File: config.mk
export PLATFORM = sky130hd
export DESIGN_NAME = fetch_unit
export DESIGN_NICKNAME = d
export VERILOG_FILES = /design/src/rtl/fetch_unit.sv
export SDC_FILE = /design/constraint.sdc
export NUM_CORES = 1
export LEC_CHECK = 0
export ABC_AREA = 1
export CAP_MARGIN = 20
export CORE_ASPECT_RATIO = 1.2
export CORE_UTILIZATION = 45
export DETAILED_ROUTE_END_ITERATION = 10
export GPL_ROUTABILITY_DRIVEN = 1
export PLACE_DENSITY_LB_ADDON = 0.05
export SLEW_MARGIN = 20
export SYNTH_ARGS = -nofsm -noshare
export SYNTH_HDL_FRONTEND = slang
export SYNTH_SLANG_ARGS = --single-unit
File: constraint.sdc
create_clock -name clk -period 2 [get_ports clk]
set_input_delay 0.3 -clock clk [delete_from_list [all_inputs] [get_ports clk]]
set_output_delay 0.3 -clock clk [all_outputs]
set_load 0.01 [all_outputs]
File: src/rtl/fetch_unit.sv
// MIPS instruction-fetch stage: owns the PC, fetches words over a req/ack
// handshake and fills the IF/ID register, with a one-entry skid for ID stalls.
module fetch_unit #(
    parameter logic [31:0] RESET_PC = 32'h0000_0000
) (
    input  logic        clk,
    input  logic        rst,
    input  logic        stall,
    input  logic        branch_taken,
    input  logic [31:0] branch_target,
    output logic        imem_req,
    output logic [31:0] imem_addr,
    input  logic        imem_ack,
    input  logic [31:0] imem_rdata,
    output logic        if_valid,
    output logic [31:0] if_instr,
    output logic [31:0] if_pc4,
    output logic [5:0]  opcode
);

    typedef enum logic [1:0] {
        FETCH   = 2'd0,
        HOLD    = 2'd1,
        DISCARD = 2'd2
    } state_t;

    localparam logic [31:0] RESET_PC_ALIGNED = {RESET_PC[31:2], 2'b00};

    state_t      state_reg, state_next;
    logic [31:0] pc_reg, pc_next;
    logic [31:0] inflight_reg, inflight_next;
    logic        if_valid_reg, if_valid_next;
    logic [31:0] if_instr_reg, if_instr_next;
    logic [31:0] if_pc4_reg, if_pc4_next;
    logic [31:0] skid_instr_reg, skid_instr_next;
    logic [31:0] skid_pc4_reg, skid_pc4_next;

    logic [31:0] pc_plus4;
    logic [31:0] target;
    logic        fetch_done;

    assign pc_plus4   = pc_reg + 32'd4;
    assign target     = {branch_target[31:2], 2'b00};
    assign imem_req   = !rst && (state_reg != HOLD);
    // DISCARD keeps presenting the abandoned address until its ack returns.
    assign imem_addr  = (state_reg == DISCARD) ? inflight_reg : pc_reg;
    assign fetch_done = imem_req && imem_ack;

    always_comb begin
        state_next      = state_reg;
        pc_next         = pc_reg;
        inflight_next   = inflight_reg;
        if_valid_next   = if_valid_reg;
        if_instr_next   = if_instr_reg;
        if_pc4_next     = if_pc4_reg;
        skid_instr_next = skid_instr_reg;
        skid_pc4_next   = skid_pc4_reg;

        if (!stall) begin
            if_valid_next = 1'b0;
            if_instr_next = 32'h0;
        end

        unique case (state_reg)
            FETCH: begin
                if (branch_taken) begin
                    if_valid_next = 1'b0;
                    if_instr_next = 32'h0;
                    pc_next       = target;
                    if (!fetch_done) begin
                        inflight_next = pc_reg;
                        state_next    = DISCARD;
                    end
                end else if (fetch_done) begin
                    pc_next = pc_plus4;
                    if (!stall || !if_valid_reg) begin
                        if_valid_next = 1'b1;
                        if_instr_next = imem_rdata;
                        if_pc4_next   = pc_plus4;
                    end else begin
                        skid_instr_next = imem_rdata;
                        skid_pc4_next   = pc_plus4;
                        state_next      = HOLD;
                    end
                end
            end
            HOLD: begin
                if (branch_taken) begin
                    if_valid_next   = 1'b0;
                    if_instr_next   = 32'h0;
                    skid_instr_next = 32'h0;
                    skid_pc4_next   = 32'h0;
                    pc_next         = target;
                    state_next      = FETCH;
                end else if (!stall) begin
                    if_valid_next = 1'b1;
                    if_instr_next = skid_instr_reg;
                    if_pc4_next   = skid_pc4_reg;
                    state_next    = FETCH;
                end
            end
            DISCARD: begin
                if (branch_taken) begin
                    if_valid_next = 1'b0;
                    if_instr_next = 32'h0;
                    pc_next       = target;
                end
                if (fetch_done) begin
                    state_next = FETCH;
                end
            end
            default: begin
                state_next = FETCH;
            end
        endcase
    end

    always_ff @(posedge clk) begin
        if (rst) begin
            state_reg      <= FETCH;
            pc_reg         <= RESET_PC_ALIGNED;
            inflight_reg   <= RESET_PC_ALIGNED;
            if_valid_reg   <= 1'b0;
            if_instr_reg   <= 32'h0;
            if_pc4_reg     <= 32'h0;
            skid_instr_reg <= 32'h0;
            skid_pc4_reg   <= 32'h0;
        end else begin
            state_reg      <= state_next;
            pc_reg         <= pc_next;
            inflight_reg   <= inflight_next;
            if_valid_reg   <= if_valid_next;
            if_instr_reg   <= if_instr_next;
            if_pc4_reg     <= if_pc4_next;
            skid_instr_reg <= skid_instr_next;
            skid_pc4_reg   <= skid_pc4_next;
        end
    end

    assign if_valid = if_valid_reg;
    assign if_instr = if_instr_reg;
    assign if_pc4   = if_pc4_reg;

    genvar gi;
    generate
        for (gi = 0; gi < 6; gi++) begin : g_opcode
            assign opcode[gi] = if_instr_reg[26 + gi];
        end
    endgenerate

endmodule

== Word-level counts from Yosys, hierarchy flattened ==
Index checks and enable logic that the tools add are counted.
Word-level totals
  output and inout bits: 104
  register bits: 195
Operators by class
  muxes and demuxes: 44
  reductions and logical operators: 15
  equality and inequality tests: 16
  bitwise gates (word level): 1
  add/sub/neg operators: 1
Operators by type and width (number)
  two-way mux 32 bit: 23
  one-hot mux 32 bit (2 select lines): 4
  one-hot mux 32 bit (3 select lines): 1
  adder 32 x 3 -> 32 bit (second input constant): 1
  inequality test 2 bit (second input constant): 8
  two-way mux 2 bit: 7
  inequality test 3 bit (second input constant): 4
  AND reduction 5 bit: 2
  two-way mux 1 bit: 7
  one-hot mux 2 bit (3 select lines): 1
  AND reduction 3 bit: 2
  AND reduction 6 bit: 1
  inequality test 2 x 1 -> 1 bit (second input constant): 2
  nonzero test 2 bit: 2
  zero test 1 bit: 3
  one-hot mux 1 bit (3 select lines): 1
  equality test 2 x 1 -> 1 bit (second input constant): 1
  equality test 2 bit (second input constant): 1
  logical AND 1 bit: 2
  zero test 2 bit: 1
  OR reduction 2 bit: 1
  logical OR 1 bit: 1
  NOT 1 bit: 1

== Longest topological paths before layout ==
Gate-level depths: netlist (run 1).
  depth in word-level cells: 6
  gate-level depth with buffers: 12

== Worst setup path after synthesis (run 1) ==
Ideal clock, no wire load.
  kind: flip-flop to flip-flop
  start: register state_reg[1]
  end: register skid_pc4_reg[26]
  arrival: 1.661 ns
  cell stages (with the launch flop): 13
  slack: 0.223 ns
  library setup time: 0.116 ns
  clock period less this slack: 1.777 ns
  cell sequence: dfxtp_1 inv_1 ha_1 buf_4 nor2_8 nand2_4 o21ai_2 nand2_2 nand2_4 inv_4 buf_4 nand2_1 o21ai_1
Between the ends
  word-level cells in the longest chain between the ends: 5
  elaborated cells between the ends (all ways): 12
RTL lines
  start, declared: line 29  | state_t state_reg, state_next;
  start signal, assigned: line 129  | state_reg <= state_next;
  inequality test 2 x 1 -> 1 bit: line 44  | assign imem_req = !rst && (state_reg != HOLD);
  logical AND 1 bit: line 44
  logical AND 1 bit: line 47  | assign fetch_done = imem_req && imem_ack;
  inequality test 2 bit (no source line)
  AND reduction 5 bit (no source line)
  end signal, assigned: line 136  | skid_pc4_reg <= skid_pc4_next;
  end, declared: line 36  | logic [31:0] skid_pc4_reg, skid_pc4_next;
Parallel ways exist; a longest one is shown, timed or not.
A chain may end at the register's enable or synchronous reset.

== Worst setup path after layout (run 1) ==
  start: register state_reg[0]
  end: output imem_addr[5]
Between the ends
  word-level cells in the longest chain between the ends: 2
RTL lines
  equality test 2 bit: line 46  | assign imem_addr = (state_reg == DISCARD) ? inflight_reg : pc_reg;
  two-way mux 32 bit: line 46
  end, declared: line 12  | output logic [31:0] imem_addr,
Every way passes these cells.

==> impl_metrics.tcl, run 1 <==
set metrics [dict create \
    start_kind "flip-flop" \
    ant_nets 0 \
    setup_tns_ns 0 \
    cts_hold_buf 0 \
    dieArea_sq_um 21000 \
    fin_nets 1577 \
    hold_class "reg -> reg" \
    cp.arrival_ns 1.64 \
    worst-path-max-fanout 28 \
    finalCritPeriodShare 0.968 \
    core_area_sq_um 19800 \
    end_kind "primary output" \
    wirelength_um 27800 \
    fin_crit_ns 1.94 \
    syn2layout_area_growth_pct 31.8 \
    clock_skew_ns 0.0138 \
    synthArstFlopShare 0 \
    yosys-top-cells-count "nand2_1, dfxtp_1, a21oi_1" \
    p_seq_frac 0.321 \
    r2r_slack_ns 0.07 \
    cellLeakagePower_uw 0.00472 \
    setup_viol 0 \
    antenna_cells 0 \
    ys_seq_area_frac 0.412 \
    finalHoldViolations 0 \
    crit_path_start "state_reg[0]" \
    worstReg2RegStart "state_reg[0]" \
    maxCapViolations 0 \
    drive_gt1_frac 0.117 \
    ir_drop_mv 0.931 \
    via_per_inst 5.32 \
    yosysUniqueCellTypes 37 \
    numCtsBuffers 17 \
    grt_first_pass_wirelength_um 43800 \
    intPower_uw 10200 \
    synth_area_leaders "dfxtp_1, nand2_1, a21oi_1" \
    synth_area_sq_um 9190 \
    num_rows 56 \
    io_pins 173 \
    syn_avg_cell_area_sq_um 6.85 \
    status "finished, final reports clean" \
    synth-edff-count 0 \
    portBuffers 168 \
    slew_violations 0 \
    vias 9462 \
    placed_area_sq_um 11300 \
    power.density_nw_per_um2 1450 \
    dp_cells 1729 \
    yosys.area_share.adder 0.00681 \
    drc 0 \
    synth_compound_area_frac 0.234 \
    synthFlopType "dfxtp_1" \
    final_cells 1777 \
    cts_tree "built" \
    yosysMostFrequentCell "nand2_1" \
    die_w_um 132 \
    overflow 0 \
    wl_per_cell_um 15.7 \
    antenna_found_initial 0 \
    path_class "reg -> out" \
    ys_warn_count 0 \
    final_cell_area_sq_um 12100 \
    yosysTopAreaCell "dfxtp_1" \
    grt_usage 0.265 \
    root_buffer "clkbuf_16" \
    fin_util 0.613 \
    fmax_ghz 0.516 \
    dpl.hpwl_um 18600 \
    gp_congestion 0.925 \
    cts_max_path_buffers 2 \
    min_from "skid_pc4_reg[1]" \
    synth-simple-area-share 0.234 \
    combPwrFrac 0.498 \
    worstPathRequired_ns 1.70 \
    grt_start_max_net_pins 54 \
    initial_utilization 0.465 \
    syn_inst 1341 \
    dr.first_iter.drc_count 669 \
    h-tree-depth 4 \
    clk_latency_ns 0.44 \
    drt-pass1-iter-count 5 \
    clkPwrFrac 0.180 \
    die_y_um 159 \
    muxShareOfSynthArea 0 \
    synth_top_family_by_area "compound AO/OA/AOI/OAI gates" \
    ys_ff_latch 189 \
    switchingPower_uw 7370 \
    clock_sinks 189 \
    grt_pass1_vias 8353 \
    yosys.area.top_type_share 0.412 \
    clk_pin_slew_ns 0.06 \
    yosys.area_share.xor_xnor 0.0124 \
    p_sw_frac 0.421 \
]
[layout by cell type, fill, tap and decap left out, types with 47 or more instances in the layout]
cell type,count
dfxtp_1,187
a21oi_1,177
o21ai_1,47
clkdlybuf4s50_1,137
inv_1,111
nor2_1,55
nand2_1,360
buf_4,50
nand3_1,75
o21ai_0,96
[timing repair]
item | 4_1_cts | 5_1_grt
cloned | 5 | 1
gates resized for setup | 119 | 46
setup buffers | 3 | 7
pin swaps | 0 | 12
endpoints found under the setup margin | 51 | 76
[metrics by stage]
stage	setup slack [ns]	power, uW	hold WS, ns
after floorplan	0.223	10400	0.409
after global placement	-0.104	13900	0.417
after CTS	-0.0327	17400	0.436
after global routing	-0.00227	18800	0.447
after detailed placement	-0.128	13900	0.426
final	0.0635	17500	0.432
[layer usage]
layer / vias to the layer above / track usage / share of wire
li1: 4725 / - / -
met1: 4391 / 0.324 / 0.41
met2: 298 / 0.469 / 0.51
met3: 48 / 0.0382 / 0.050
met4: 0 / 0.105 / 0.029
met5: - / 0 / 0
[logic make-up (layout without fill, tap and decap cells)]
kind of cell,Yosys count,after routing
adders and majority gates,5,5
DFF,189,189
and+or+nand+nor,517,520
other,1,2
AOI/OAI and AO/OA,397,397
buffers and inverters,219,390
xor gates and xnor gates,13,13
[power groups by stage]
stage / clock (uW) / sequential [uW] / combinational, uW
4_1_cts: 3220 / 5610 / 8550
3_5_place_dp: 0 / 5670 / 8260
2_1_floorplan: 0 / 5630 / 4740
5_1_grt: 3370 / 5760 / 9650
6_report: 3160 / 5640 / 8730
3_3_place_gp: 0 / 5660 / 8210
[final timing paths]
path / endpoint / cells after the start
max: imem_addr[5] / 5
min: skid_pc4_reg[1] / 2
max reg2reg: if_instr[4] / 10
min reg2reg: skid_pc4_reg[1] / 2
[worst max-delay path, stage by stage, from the launching register on]
cell and delay [ns]:
dfxtp_4 0.36, inv_4 0.04, ha_4 0.20, buf_16 0.18, o21ai_1 0.17, clkdlybuf4s15_2 0.24
[layout make-up]
class                           count  area (sq um)
Multi-Input combinational cell    937          4630
Inverter                          122           474
Tap cell                          261           327
Clock inverter                     11          86.3
Timing Repair Buffer              236          2360
Fill cell                        1934          7640
Sequential cell                   189          3790
Clock buffer                       21           450
No activity file was read; power rests on OpenSTA's default activity.
==> run 2: changes to the inputs <==
- ABC_CLOCK_PERIOD_IN_PS: unset -> 2000
==> results of run 2 <==
Same layout as run 1: the final DEF is identical, and so are final timing and power.
